[config.mk]
export PLATFORM = sky130hd
export DESIGN_NAME = vc_priority_encoder_32
export DESIGN_NICKNAME = d
export VERILOG_FILES = /design/src/rtl/vc_priority_encoder_32_pkg.sv /design/src/rtl/vc_pri_enc_core.sv /design/src/rtl/vc_priority_encoder_32.sv
export SDC_FILE = /design/constraint.sdc
export NUM_CORES = 1
export LEC_CHECK = 0
export BUFFER_PORTS_ARGS = -buffer_cell sky130_fd_sc_hd__buf_2
export CAP_MARGIN = 20
export CORE_MARGIN = 2
export CORE_UTILIZATION = 41
export CTS_CLUSTER_DIAMETER = 200
export CTS_CLUSTER_SIZE = 30
export DETAILED_ROUTE_END_ITERATION = 8
export PLACE_DENSITY = 0.75
export SLEW_MARGIN = 20
export SYNTH_ARGS = -nofsm -noshare
export SYNTH_HDL_FRONTEND = slang
export SYNTH_SLANG_ARGS = --single-unit
[constraint.sdc]
create_clock -name clk -period 3.6 [get_ports clk]
set_input_delay 1.08 -clock clk [delete_from_list [all_inputs] [get_ports clk]]
set_output_delay 1.08 -clock clk [all_outputs]
set_load 0.01 [all_outputs]
[src/rtl/vc_priority_encoder_32_pkg.sv]
// Shared constants and index type for the 32-bit priority encoder slice.
package vc_priority_encoder_32_pkg;
  localparam int NBITS = 32;
  localparam int NIDX  = $clog2(NBITS);

  typedef logic [NIDX-1:0] idx_t;
endpackage

[src/rtl/vc_pri_enc_core.sv]
// Combinational highest-set-bit encoder built as a log-depth tree of 2:1 priority merges.
module vc_pri_enc_core
  import vc_priority_encoder_32_pkg::*;
(
  input  logic [NBITS-1:0] in_bits,
  output logic             valid,
  output idx_t             idx
);

  // Heap-ordered tree: node 1 is the root, node n has children 2n (low half)
  // and 2n+1 (high half), and leaves NBITS..2*NBITS-1 map to in_bits[0..NBITS-1].
  logic [2*NBITS-1:1] node_v;
  idx_t               node_idx [1:2*NBITS-1];

  genvar gi, gl;
  generate
    for (gi = 0; gi < NBITS; gi++) begin : g_leaf
      assign node_v[NBITS+gi]   = in_bits[gi];
      assign node_idx[NBITS+gi] = '0;
    end

    for (gl = 0; gl < NIDX; gl++) begin : g_lvl
      for (gi = 0; gi < (1 << gl); gi++) begin : g_node
        localparam int N  = (1 << gl) + gi;
        localparam int HB = NIDX - 1 - gl;
        assign node_v[N] = node_v[2*N] | node_v[2*N+1];
        // High half wins; an empty subtree falls through to the low child, so
        // an all-zero input resolves to index 0 rather than anything undefined.
        assign node_idx[N] = node_v[2*N+1] ? (node_idx[2*N+1] | idx_t'(1 << HB))
                                           : node_idx[2*N];
      end
    end
  endgenerate

  assign valid = node_v[1];
  assign idx   = node_idx[1];

endmodule

[src/rtl/vc_priority_encoder_32.sv]
// Forward (highest set bit) and reverse (lowest set bit) encodings of a 32-bit
// vector, available combinationally and as 1-cycle registered copies.
module vc_priority_encoder_32
  import vc_priority_encoder_32_pkg::*;
(
  input  logic             clk,
  input  logic             reset,
  input  logic [NBITS-1:0] in_bits,
  output logic             out_val,
  output logic [NIDX-1:0]  out_bits,
  output logic             rev_out_val,
  output logic [NIDX-1:0]  rev_out_bits,
  output logic             reg_out_val,
  output logic [NIDX-1:0]  reg_out_bits,
  output logic             reg_rev_out_val,
  output logic [NIDX-1:0]  reg_rev_out_bits
);

  logic [NBITS-1:0] rev_in;
  idx_t             rev_idx;

  genvar gi;
  generate
    for (gi = 0; gi < NBITS; gi++) begin : g_rev
      assign rev_in[gi] = in_bits[NBITS-1-gi];
    end
  endgenerate

  vc_pri_enc_core u_fwd (
    .in_bits (in_bits),
    .valid   (out_val),
    .idx     (out_bits)
  );

  vc_pri_enc_core u_rev (
    .in_bits (rev_in),
    .valid   (rev_out_val),
    .idx     (rev_idx)
  );

  // Highest bit of the mirrored vector is the lowest bit of the original;
  // gate on valid so the empty case stays 0 instead of mapping to 31.
  assign rev_out_bits = rev_out_val ? (idx_t'(NBITS - 1) - rev_idx) : '0;

  always_ff @(posedge clk or posedge reset) begin
    if (reset) begin
      reg_out_val      <= 1'b0;
      reg_out_bits     <= '0;
      reg_rev_out_val  <= 1'b0;
      reg_rev_out_bits <= '0;
    end else begin
      reg_out_val      <= out_val;
      reg_out_bits     <= out_bits;
      reg_rev_out_val  <= rev_out_val;
      reg_rev_out_bits <= rev_out_bits;
    end
  end

endmodule

== Yosys cells after proc, flatten, opt, wreduce, memory -nomap -nowiden ==
Index checks and enable logic that the tools add are counted.

* Flip-flop bits (word level): 11
* Bits in latches: 0
* RAM bits: 0
* Memory bits (read-only): 0
* Logic and storage cells: 98
* Memories: 0

* Add/subtract/negate cells: 1
* Multipliers: 0
* Divide/modulo/power cells: 0
* Magnitude comparators: 0
* Eq/ne operators: 0
* Shift operators: 0
* Multiplexer cells: 63
* Bitwise operators: 31
* Reduce and logical (&&, ||, !) cells: 0

{| class="wikitable"
|+ Operators with widths
! operator !! count
|-
| $mux 5 || 9
|-
| $mux 1 || 32
|-
| $or 1x1->1 || 31
|-
| $mux 2 || 14
|-
| $mux 4 || 4
|-
| $mux 3 || 4
|-
| $sub 5x5->5 const A || 1
|}

== Longest topological paths before layout ==
* Depth after elaboration: 7
* Gate-level depth with buffers: 5
* Mapped depth without buffers: 5

== Cells and area by module ==
From an unflattened synthesis, not the netlist that was laid out.

* Cells, all modules: 124
* Area total of the unflattened synthesis: 988.4 µm²

{| class="wikitable"
|+ By module, submodules not included
! module !! instances !! cells each !! area an instance (µm²) !! sequential area each (µm²)
|-
| vc_pri_enc_core || 2 || 53 || 320.3 || 0.0
|-
| vc_priority_encoder_32 || 1 || 18 || 347.8 || 300.3
|}

== Worst setup path after synthesis ==
OpenSTA, ideal clock, no wires.

* Path type: input port to output port
* Start point: input port in_bits[22]
* End point: output port rev_out_val
* Arrival: 2.339 ns
* Data required time: 2.520 ns
* Setup slack: 0.181 ns
* Stages: 4
* Path buffers: 1
* Cell sequence: or4_4 -> nor3_4 -> nand3_1 -> buf_4

* Cells in the longest elaborated chain, start to end: 5

{| class="wikitable"
|+ RTL lines
! item !! line !! text
|-
| start, declared || vc_priority_encoder_32.sv:8 || <nowiki>input logic [NBITS-1:0] in_bits,</nowiki>
|-
| $or 1x1->1 (5 in series) || - ||
|-
| end, declared || vc_priority_encoder_32.sv:11 || <nowiki>output logic rev_out_val,</nowiki>
|}

Every way passes these cells.

== Final worst setup path ==
* Start point: input port in_bits[19]
* End point: output port rev_out_bits[1]

* Cells in the longest elaborated chain, start to end: 7
* Elaborated cells on any way between the ends: 10

{| class="wikitable"
|+ RTL lines
! item !! line !! text
|-
| $or 1x1->1 (*) (2 in series) || vc_pri_enc_core.sv:26 || <nowiki>assign node_v[N] = node_v[2*N] | node_v[2*N+1];</nowiki>
|-
| $mux 5 or $or 1x1->1 (tied branches) || vc_pri_enc_core.sv:29, vc_pri_enc_core.sv:26 ||
|-
| $mux 5 (2 in series) || vc_pri_enc_core.sv:29 || <nowiki>assign node_idx[N] = node_v[2*N+1] ? (node_idx[2*N+1] | idx_t'(1 << HB))</nowiki>
|-
| $sub 5x5->5 || vc_priority_encoder_32.sv:43 || <nowiki>assign rev_out_bits = rev_out_val ? (idx_t'(NBITS - 1) - rev_idx) : '0;</nowiki>
|-
| $mux 5 (*) || vc_priority_encoder_32.sv:43 ||
|-
| end, declared || vc_priority_encoder_32.sv:12 || <nowiki>output logic [NIDX-1:0] rev_out_bits,</nowiki>
|}

Every way passes the cells marked *; elsewhere a longest branch is shown, timed or not.

==> results.toml <==
[floorplanning]
num_rows = 16
core_sq_um = 2000
initial_core_util_pct = 44.4
die_x_um = 50.6
die_area_sq_um = 2560
pin_count = 58
die_h_um = 50.6

[drt]
drtAntennaViolNets = 0
drt_iter0_markers = 39
vias_per_cell = 5.51
wl_um = 3020
route.detailed.wl_per_inst_um = 13.9
dr_total_vias = 1201
drc = 0
first_pass_iters = 4

[run_status]
status = "finished with violations"
violations = "negative setup slack"

[clock_network]
hold_buffers = 0
numClockSinks = 11
cts_buffers = 3
ctsLongestPathBuffers = 2
cts.htree.levels = 1
clockRootBuffer = "clkbuf_4"
cts.clk_slew.worst_paths_ns = 0.06
cts_tree = "done"

[synth]
async_reset_ff_share_pct = 100
yosys.area.top_type = "dfrtp_1"
yosysWarnings = 0
synth_ff_type = "dfrtp_1"
synth-edff-count = 0
ys_ff_latch = 11
synth_cell_types = 37
synth_nets = 146
netlist_area_sq_um = 890
yosys.area.top_type_share_pct = 30.9
synthCells = 112
synth.most_common_cell = "a21oi_1"
synth-seq-area-share_pct = 30.9
avgSynthCellArea_sq_um = 7.94
yosys-top-cells-area = "dfrtp_1 31%, a21oi_1 9.0%, o31ai_1 5.9%, inv_1 5.5%, nor2_1 5.5%"
synth_commonest_cells = "16 x a21oi_1, 13 x inv_1, 13 x nor2_1, 11 x dfrtp_1, 7 x o31ai_1"

[worst_setup_path]
startpoint_type = "input pin"
endpoint_kind = "output port"
arrival_ns = 2.54
critical_path_class = "in -> out"
crit_end = "rev_out_bits[1]"
timing.critical_path.from = "in_bits[19]"
critPathMaxFanout = 4
critPathRequiredTime_ns = 2.52

[timing]
finalCritPeriodShare_pct = 100
setup_violations = 3
fmax_mhz = 276
slew_headroom_pct = 61.2
rsz0062_at_grt = "yes"
final_max_slew_viol_count = 0
final_hold_viol_count = 0
worst_slew_pin_slew_ns = 0.575
fin_crit_ns = 3.62
layout_setup_ws_ns = -0.0174

[power_and_ir_drop]
leakage_nw = 0.712
p_per_area_nw_per_um2 = 212
p_sw_share_pct = 29.3
p_int_mw = 0.213
clock_power_share_pct = 25.7
power_frac_seq_pct = 42.5
combinationalPowerShare_pct = 31.8
p_sw_mw = 0.0882
ir_drop_uv = 160

[placement]
dpl.cell_count = 208
dp_hpwl_um = 2140
globalplace.congestion = 0.814
port_buffers = 57

[global_route]
grt_util_met1_pct = 26.8
grt_pass1_wl_um = 4330
grt_max_degree = 12
antenna_found_initial = 0
met2_usage_pct = 38.4
grt_util_all_layers_pct = 22.0
met3_usage_pct = 3.87
grt_pass1_vias = 1010
grt-busiest-layer = "met2"
gr-total-overflow = 0

[cells_and_area]
fin_cells = 218
drive_gt1_share_pct = 51.3
num_antenna_cells = 0
final_util_pct = 70.9
fin_nets = 226
multi_input_area_sq_um = 573
num-fill-cells = 164
seqCellArea_sq_um = 275
areaGrowthSynthToFinish_pct = 59.5

[flow_run]
maxCapViolCount = 0

[min_path]
hold_path_class = "in -> async"
worst max-delay path, stage by stage:
cell      delay [ns]
buf_6           0.09
or4_4           0.59
nor2_8          0.17
o31ai_2         0.10
o311ai_0        0.17
o31ai_2         0.16
buf_2           0.16
how the worst min path moves through the flow:
| stage | startpoint | endpoint | depth (start not counted) |
|---|---|---|---|
| 6_report | reset | reg_rev_out_bits[3] | 2 |
| 5_1_grt | reset | reg_rev_out_val | 2 |
| 4_1_cts | reset | reg_rev_out_bits[3] | 2 |
| 3_5_place_dp | reset | reg_rev_out_bits[1] | 2 |
| 3_3_place_gp | reset | reg_rev_out_val | 2 |
| 2_1_floorplan | reset | reg_out_bits[0] | 1 |
power groups by stage:
| stage | Sequential (mW) | Combinational, mW | Clock [mW] |
|---|---|---|---|
| 2_1_floorplan | 0.132 | 0.0324 | 0 |
| 3_3_place_gp | 0.130 | 0.0832 | 0 |
| 3_5_place_dp | 0.130 | 0.0862 | 0 |
| 4_1_cts | 0.128 | 0.0876 | 0.0786 |
| 5_1_grt | 0.128 | 0.105 | 0.0888 |
| 6_report | 0.128 | 0.0957 | 0.0773 |
layer usage:
layer,up-vias,part of all wire [%]
met3,6,8.8
met1,536,38
met5,-,0
li1,581,-
met4,0,0.93
met2,78,52
layout by cell type, fill, tap and decap left out, types with 2 or more instances in the layout:
master	instances
a21oi_1	15
buf_2	54
nor3_1	5
nor2_2	2
nand2_1	4
dfrtp_1	11
o31ai_1	5
buf_4	19
o21ai_2	2
o21bai_1	2
o31ai_2	2
nor4_1	3
clkbuf_4	3
nor2_1	12
inv_1	13
buf_6	4
or4_4	3
o21ai_0	6
area by class of cell:
| cell class | count | share of cell area, % |
|---|---|---|
| inverter | 14 | 3.70 |
| sequential | 11 | 19.4 |
| multi-input combinational | 85 | 40.4 |
| tap | 27 | 2.38 |
| timing repair buffer | 77 | 32.3 |
| clock buffer | 4 | 1.85 |
registers in the layout (all words and copies together) (netlist names):
| signal | cells |
|---|---|
| reg_rev_out_val | 1 |
| reg_rev_out_bits | 5 |
| reg_out_bits | 5 |
timing repair:
action                     CTS  global route
pin swaps                    3            12
setup endpoints to repair    2             7
setup buffers                2             4
gates resized for setup      1            10
gates cloned                 0             0
stage by stage:
step	TNS [ns]	setup slack, ns	hold WS (ns)	area (sq um)	total power [mW]
2_1_floorplan	0	0.181	0.932	890	0.164
3_3_place_gp	-0.00516	-0.00516	1.06	1300	0.213
3_5_place_dp	-0.0249	-0.0249	1.06	1300	0.216
4_1_cts	0	0.00290	0.787	1340	0.294
5_1_grt	-0.191	-0.0893	0.798	1420	0.322
6_report	-0.0285	-0.0174	0.778	1420	0.301
cells by family (layout without fill, tap and decap cells):
kind of cell    count (synthesis)  in the layout  synth area share, %
compound gates                 45             45                 32.5
simple gates                   40             40                 29.0
buf+inv                        16             95                 7.59
flops                          11             11                 30.9
(Power assumes the default switching activity.)
